**src/rtl/fir_128_mdc_fsm.sv**
```systemverilog
// -----------------------------------------------------------------------------
// fir_128_mdc_fsm
//
// Job sequencer for the FIR-128 HWPE. It sits between the control/regfile
// slave and the streamer + engine. A start pulse latches the job registers and
// clears the engine. The y_V sink is programmed first and the x_V source
// second, so no output sample can be lost. The block then counts y_V output
// handshakes and ends the job with a one-cycle done pulse.
//
// Ports
//   clk_i, rst_ni            clock, asynchronous active-low reset
//   clear_i                  synchronous soft clear (wins over start_i)
//   start_i                  job trigger, ignored while busy_o
//   x_base_i, y_base_i       source / sink base addresses
//   len_i                    samples per job (0 = finish immediately)
//   x_req_o/x_addr_o/x_len_o source request pulse with its address and length
//   y_req_o/y_addr_o/y_len_o sink request pulse with its address and length
//   x_done_i, y_done_i       source / sink finished pulses
//   y_valid_i, y_ready_i     snoop of the y_V output stream handshake
//   eng_clear_o              engine clear pulse
//   busy_o                   job in progress
//   done_o                   job finished (one cycle, also on error)
//   err_o                    sticky error flag
//   out_cnt_o                output handshakes counted in the current job
//
// Optional feature
//   FIR_128_MDC_FSM_WDOG_EN : adds a WDOG_WIDTH-bit watchdog that aborts RUN
//   into ERR after a long stretch without any output handshake.
// -----------------------------------------------------------------------------
module fir_128_mdc_fsm #(
  parameter int ADDR_WIDTH = 32,
  parameter int LEN_WIDTH  = 16,
  parameter int WDOG_WIDTH = 20
) (
  input  logic                  clk_i,
  input  logic                  rst_ni,
  input  logic                  clear_i,
  input  logic                  start_i,
  input  logic [ADDR_WIDTH-1:0] x_base_i,
  input  logic [ADDR_WIDTH-1:0] y_base_i,
  input  logic [LEN_WIDTH-1:0]  len_i,
  output logic                  x_req_o,
  output logic [ADDR_WIDTH-1:0] x_addr_o,
  output logic [LEN_WIDTH-1:0]  x_len_o,
  input  logic                  x_done_i,
  output logic                  y_req_o,
  output logic [ADDR_WIDTH-1:0] y_addr_o,
  output logic [LEN_WIDTH-1:0]  y_len_o,
  input  logic                  y_done_i,
  input  logic                  y_valid_i,
  input  logic                  y_ready_i,
  output logic                  eng_clear_o,
  output logic                  busy_o,
  output logic                  done_o,
  output logic                  err_o,
  output logic [LEN_WIDTH-1:0]  out_cnt_o
);

  typedef enum logic [2:0] {IDLE, CLR, PROG_Y, PROG_X, RUN, DONE, ERR} state_e;

  state_e                state_q, state_d;
  logic [ADDR_WIDTH-1:0] x_base_q, y_base_q;
  logic [LEN_WIDTH-1:0]  len_q;
  logic [LEN_WIDTH-1:0]  out_cnt_q, out_cnt_d;
  logic                  x_seen_q, y_seen_q;
  logic                  x_seen_d, y_seen_d;
  logic                  err_q;
  logic                  handshake;
  logic                  start_accept;
  logic                  wdog_expired;

  assign handshake    = y_valid_i & y_ready_i;
  assign start_accept = (state_q == IDLE) && start_i && !clear_i;

  // The completion test in RUN must see this cycle's handshake and done
  // pulses, so the next values of the counter and sticky flags are formed here.
  always_comb begin
    out_cnt_d = out_cnt_q;
    if (handshake && (out_cnt_q != len_q)) begin
      out_cnt_d = out_cnt_q + LEN_WIDTH'(1);
    end
    x_seen_d = x_seen_q | x_done_i;
    y_seen_d = y_seen_q | y_done_i;
  end

`ifdef FIR_128_MDC_FSM_WDOG_EN
  logic [WDOG_WIDTH-1:0] wdog_q;

  // Watchdog sits at zero outside RUN, so it starts from zero on RUN entry,
  // and restarts on every output handshake.
  always_ff @(posedge clk_i or negedge rst_ni) begin
    if (!rst_ni) begin
      wdog_q <= '0;
    end else if (clear_i || (state_q != RUN) || handshake) begin
      wdog_q <= '0;
    end else begin
      wdog_q <= wdog_q + WDOG_WIDTH'(1);
    end
  end

  assign wdog_expired = (wdog_q == '1);
`else
  assign wdog_expired = 1'b0;
`endif

  // State register.
  always_ff @(posedge clk_i or negedge rst_ni) begin
    if (!rst_ni) begin
      state_q <= IDLE;
    end else begin
      state_q <= state_d;
    end
  end

  // Next-state logic. An early y_done_i is checked before completion so a
  // short output stream always ends in ERR.
  always_comb begin
    state_d = state_q;
    case (state_q)
      IDLE:    if (start_i) state_d = (len_i == '0) ? DONE : CLR;
      CLR:     state_d = PROG_Y;
      PROG_Y:  state_d = PROG_X;
      PROG_X:  state_d = RUN;
      RUN: begin
        if (y_done_i && (out_cnt_d != len_q)) begin
          state_d = ERR;
        end else if (x_seen_d && y_seen_d && (out_cnt_d == len_q)) begin
          state_d = DONE;
        end else if (wdog_expired) begin
          state_d = ERR;
        end
      end
      DONE:    state_d = IDLE;
      ERR:     state_d = IDLE;
      default: state_d = IDLE;
    endcase
    if (clear_i) begin
      state_d = IDLE;
    end
  end

  // Job registers, output counter, sticky flags and error flag. Job registers
  // only move on an accepted start, so starts while busy leave them alone.
  always_ff @(posedge clk_i or negedge rst_ni) begin
    if (!rst_ni) begin
      x_base_q  <= '0;
      y_base_q  <= '0;
      len_q     <= '0;
      out_cnt_q <= '0;
      x_seen_q  <= 1'b0;
      y_seen_q  <= 1'b0;
      err_q     <= 1'b0;
    end else if (clear_i) begin
      out_cnt_q <= '0;
      x_seen_q  <= 1'b0;
      y_seen_q  <= 1'b0;
      err_q     <= 1'b0;
    end else if (start_accept) begin
      x_base_q  <= x_base_i;
      y_base_q  <= y_base_i;
      len_q     <= len_i;
      out_cnt_q <= '0;
      x_seen_q  <= 1'b0;
      y_seen_q  <= 1'b0;
      err_q     <= 1'b0;
    end else if (state_q == RUN) begin
      out_cnt_q <= out_cnt_d;
      x_seen_q  <= x_seen_d;
      y_seen_q  <= y_seen_d;
      if (state_d == ERR) begin
        err_q <= 1'b1;
      end
    end
  end

  // Moore outputs decoded from the state; address/length buses are zero
  // whenever their request is low.
  always_comb begin
    eng_clear_o = (state_q == CLR);
    y_req_o     = (state_q == PROG_Y);
    x_req_o     = (state_q == PROG_X);
    y_addr_o    = y_req_o ? y_base_q : '0;
    y_len_o     = y_req_o ? len_q    : '0;
    x_addr_o    = x_req_o ? x_base_q : '0;
    x_len_o     = x_req_o ? len_q    : '0;
    busy_o      = (state_q != IDLE);
    done_o      = (state_q == DONE) || (state_q == ERR);
    err_o       = err_q;
    out_cnt_o   = out_cnt_q;
  end

endmodule
```
**config.mk**
```make
export PLATFORM = sky130hd
export DESIGN_NAME = fir_128_mdc_fsm
export DESIGN_NICKNAME = d
export VERILOG_FILES = /design/src/rtl/fir_128_mdc_fsm.sv
export SDC_FILE = /design/constraint.sdc
export NUM_CORES = 1
export LEC_CHECK = 0
export ABC_CLOCK_PERIOD_IN_PS = 2000
export CAP_MARGIN = 20
export CORE_ASPECT_RATIO = 1.1
export CORE_MARGIN = 5
export CORE_UTILIZATION = 30
export DETAILED_ROUTE_END_ITERATION = 8
export PLACE_DENSITY = 0.68
export SYNTH_ARGS = -nofsm -noshare
export SYNTH_HDL_FRONTEND = slang
export SYNTH_SLANG_ARGS = --single-unit
```
**constraint.sdc**
```tcl
create_clock -name clk_i -period 2 [get_ports clk_i]
set_input_delay 0.4 -clock clk_i [delete_from_list [all_inputs] [get_ports clk_i]]
set_output_delay 0.4 -clock clk_i [all_outputs]
set_load 0.01 [all_outputs]
```
==> results.py <==
metrics = {
    "run_status": {
        "outcome": "complete, but fails checks",
        "failed_checks": "negative setup slack",
    },
    "yosys": {
        "ys_top_cells_by_area": "dfrtp_1 (47%), mux2_2 (17%), and2_1 (11%), xnor2_1 (5.0%), nor2_1 (2.5%)",
        "syn_inst": 495,
        "syn_area_per_cell_um2": 10.9,
        "syn-num-nets": 584,
        "synth_edf_count": 0,
        "ys_seq_area_share_pct": 47.5,
        "synth_largest_area_cell": "dfrtp_1",
        "synthArstFlopShare_pct": 100,
        "yosys_warnings": 0,
        "synth_ff_type": "dfrtp_1",
        "synth_top_area_share_pct": 47.5,
        "yosysUniqueCellTypes": 50,
        "synth_seq_cells": 102,
        "syn_area_um2": 5380,
    },
    "worst_setup_path": {
        "crit-reg2reg-launch": "out_cnt_o[9]",
        "cp.required_ns": 1.60,
        "endpoint_kind": "output pin",
        "crit_type": "reg2out",
        "start_kind": "flip-flop",
        "critPathMaxStageDelay_ns": 0.40,
        "crit_slowest_cell": "dfrtp_1",
        "crit_path_max_fanout": 5,
        "crit_arrival_ns": 1.77,
        "reg2reg_slack_ns": -0.13,
        "worst_path_most_repeated_cell": "buf_6",
        "reg2reg_depth": 7,
        "cp_cell_sequence": "buf_6, nor3b_4, buf_6, buf_8, buf_6, and2_4, buf_6",
        "timing.rr.end": "state_q[1]",
    },
    "layout": {
        "final_cell_mix": "buf_6 (121), clkdlybuf4s50_1 (101), dfrtp_1 (96)",
        "synthToLayoutAreaGrowth_pct": 88.0,
        "n_antenna_cell": 0,
        "post-route-util_pct": 57.2,
        "layout-drive-gt1-share_pct": 57.3,
        "fin_nets": 913,
        "final_common_cell": "buf_6",
        "nFillCells": 1502,
        "design_area_um2": 10100,
    },
    "timing": {
        "fin_crit_sh_pct": 108,
        "clock.fmax_ghz": 0.461,
        "rsz0062_at_grt": "yes",
        "skew_ns": 0.0122,
        "max_slew_margin_pct": 69.6,
        "worst_pin_slew_ns": 0.455,
        "hold_viol_final": 0,
        "setup_tns_ns": -9.29,
        "setup_viol": 92,
        "fin_ws_ns": -0.169,
        "slew_violations": 0,
        "fin_crit_ns": 2.17,
    },
    "pwr": {
        "leakage_uw": 0.00440,
        "p_total_uw": 7380,
        "peakVddDrop_mv": 0.499,
        "powerDensity_nw_per_um2": 730,
    },
    "die": {
        "num_io_pins": 206,
        "die-height_um": 150,
        "rows": 51,
        "die_x_um": 138,
        "fp.coreArea_um2": 17700,
        "die_area_um2": 20700,
        "start_util_pct": 30.4,
    },
    "drt": {
        "drtIter0Drc": 189,
        "wl_per_cell_um": 20.8,
        "vias_per_cell": 4.80,
        "drtAntennaViolNets": 0,
        "via_count": 5122,
        "drtPass1Iterations": 5,
        "remaining_drc_errors": 0,
        "routed_wl_um": 22100,
    },
    "min_path": {
        "hp-class": "in2async",
    },
    "clocking": {
        "clk-insertion-delay-late_ns": 0.35,
        "cts_sinks": 102,
        "root_buffer": "clkbuf_16",
        "htree_levels": 3,
        "cts.path.max_buffers": 2,
        "cts_tree": "built",
        "path_clk_slew_ns": 0.08,
        "numCtsBuffers": 9,
    },
    "flow_run": {
        "cap_violations": 0,
    },
    "placement": {
        "gp_congestion": 0.930,
        "place_area_um2": 8380,
        "dp_worst_setup_slack_ns": -0.666,
        "dp_hpwl_um": 14100,
        "io_buffers": 205,
    },
    "grt": {
        "grt_pass1_vias": 5599,
        "grt_first_pass_wirelength_um": 31000,
        "grt_util_all_layers_pct": 19.8,
        "antenna_found_initial": 0,
        "grt_start_max_net_pins": 40,
        "grt-ovfl-total": 0,
    },
}
## where the power goes
| group | total, µW | internal [µW] | leakage (µW) | switching [µW] |
|---|---|---|---|---|
| clock | 1760 | 882 | 0.000143 | 883 |
| combinational | 2700 | 1660 | 0.00302 | 1040 |
| sequential | 2920 | 2570 | 0.00123 | 346 |
## metrics by stage
| step | hold slack (ns) | cells |
|---|---|---|
| 6_report | 0.388 | 1067 |
| 5_1_grt | 0.384 | 1067 |
| 4_1_cts | 0.393 | 1047 |
| 3_5_place_dp | 0.210 | 999 |
| 3_3_place_gp | 0.211 | 999 |
| 2_1_floorplan | 0.104 | 495 |
## worst max path at each step
stage	from	end	slack (ns)	depth (start not counted)
global placement	y_valid_i	state_q[0]	-0.57	9
detailed placement	y_valid_i	err_o	-0.67	8
floorplan	out_cnt_o[1]	state_q[0]	-0.08	8
finish	state_q[0]	y_len_o[9]	-0.17	7
global route	out_cnt_o[1]	state_q[0]	-0.27	8
CTS	out_cnt_o[9]	err_o	-0.23	7
## layout make-up
class | instances | area (µm²) | share of cell area [%]
clock buffer | 10 | 229 | 2.27
clock inverter | 6 | 67.6 | 0.668
timing repair buffer | 349 | 3790 | 37.5
sequential | 102 | 2560 | 25.3
inverter | 4 | 15.0 | 0.149
tap | 238 | 298 | 2.95
multi-input combinational | 358 | 3150 | 31.2
## cell usage after synthesis (2+ instances only)
| library cell | number |
|---|---|
| nand4_1 | 10 |
| dfrtp_1 | 102 |
| and3_1 | 2 |
| a211oi_1 | 2 |
| nand3_2 | 2 |
| nor3b_1 | 3 |
| mux2_2 | 80 |
| nor4_1 | 11 |
| nand2_1 | 15 |
| or3_1 | 2 |
| and2_1 | 98 |
| nand2b_1 | 2 |
| nor3_1 | 12 |
| o21ai_0 | 4 |
| clkbuf_1 | 25 |
| inv_1 | 4 |
| xnor2_1 | 31 |
| a21o_1 | 2 |
| mux2i_1 | 2 |
| xor2_1 | 9 |
| buf_6 | 4 |
| nand3_1 | 4 |
| a21oi_1 | 7 |
| nor2_1 | 36 |
## worst max-delay path, delay by kind of cell (launching register included)
family	cells	cell delay, ns
DFF	1	0.40
and+or+nand+nor	2	0.37
buffers and inverters	5	0.65
## sequential cells by signal, summed over array words and instances, names as in the netlist
| register | count |
|---|---|
| x_base_q | 32 |
| x_seen_q | 1 |
| len_q | 16 |
| y_base_q | 32 |
| y_seen_q | 1 |
| state_q | 3 |
| out_cnt_o | 16 |
| err_o | 1 |
## layer usage
metal	GRT usage [%]	routed length, µm	vias up
li1	-	-	2350
met1	23.9	8530	2558
met2	33.0	11300	181
met3	5.41	1550	33
met4	8.88	750	0
met5	0	0	-
## kinds of logic (layout without fill, tap and decap cells)
family / Yosys count / in the layout / synth area share (%)
AOI/OAI and AO/OA: 27 / 27 / 3.49
xor gates and xnor gates: 40 / 40 / 6.51
adders and majority gates: 1 / 1 / 0.233
buffers and inverters: 35 / 369 / 3.09
DFF: 102 / 102 / 47.5
muxes: 82 / 82 / 17.1
and+or+nand+nor: 208 / 208 / 22.1
## what timing repair did
item                       in CTS  in global routing
gates cloned                    8                 13
hold endpoints to repair        2                  0
setup endpoints to repair     119                186
hold buffers                    1                  0
pin swaps                      47                 44
resized for setup             527                158
buffers inserted               25                 17
(Power assumes the default switching activity.)
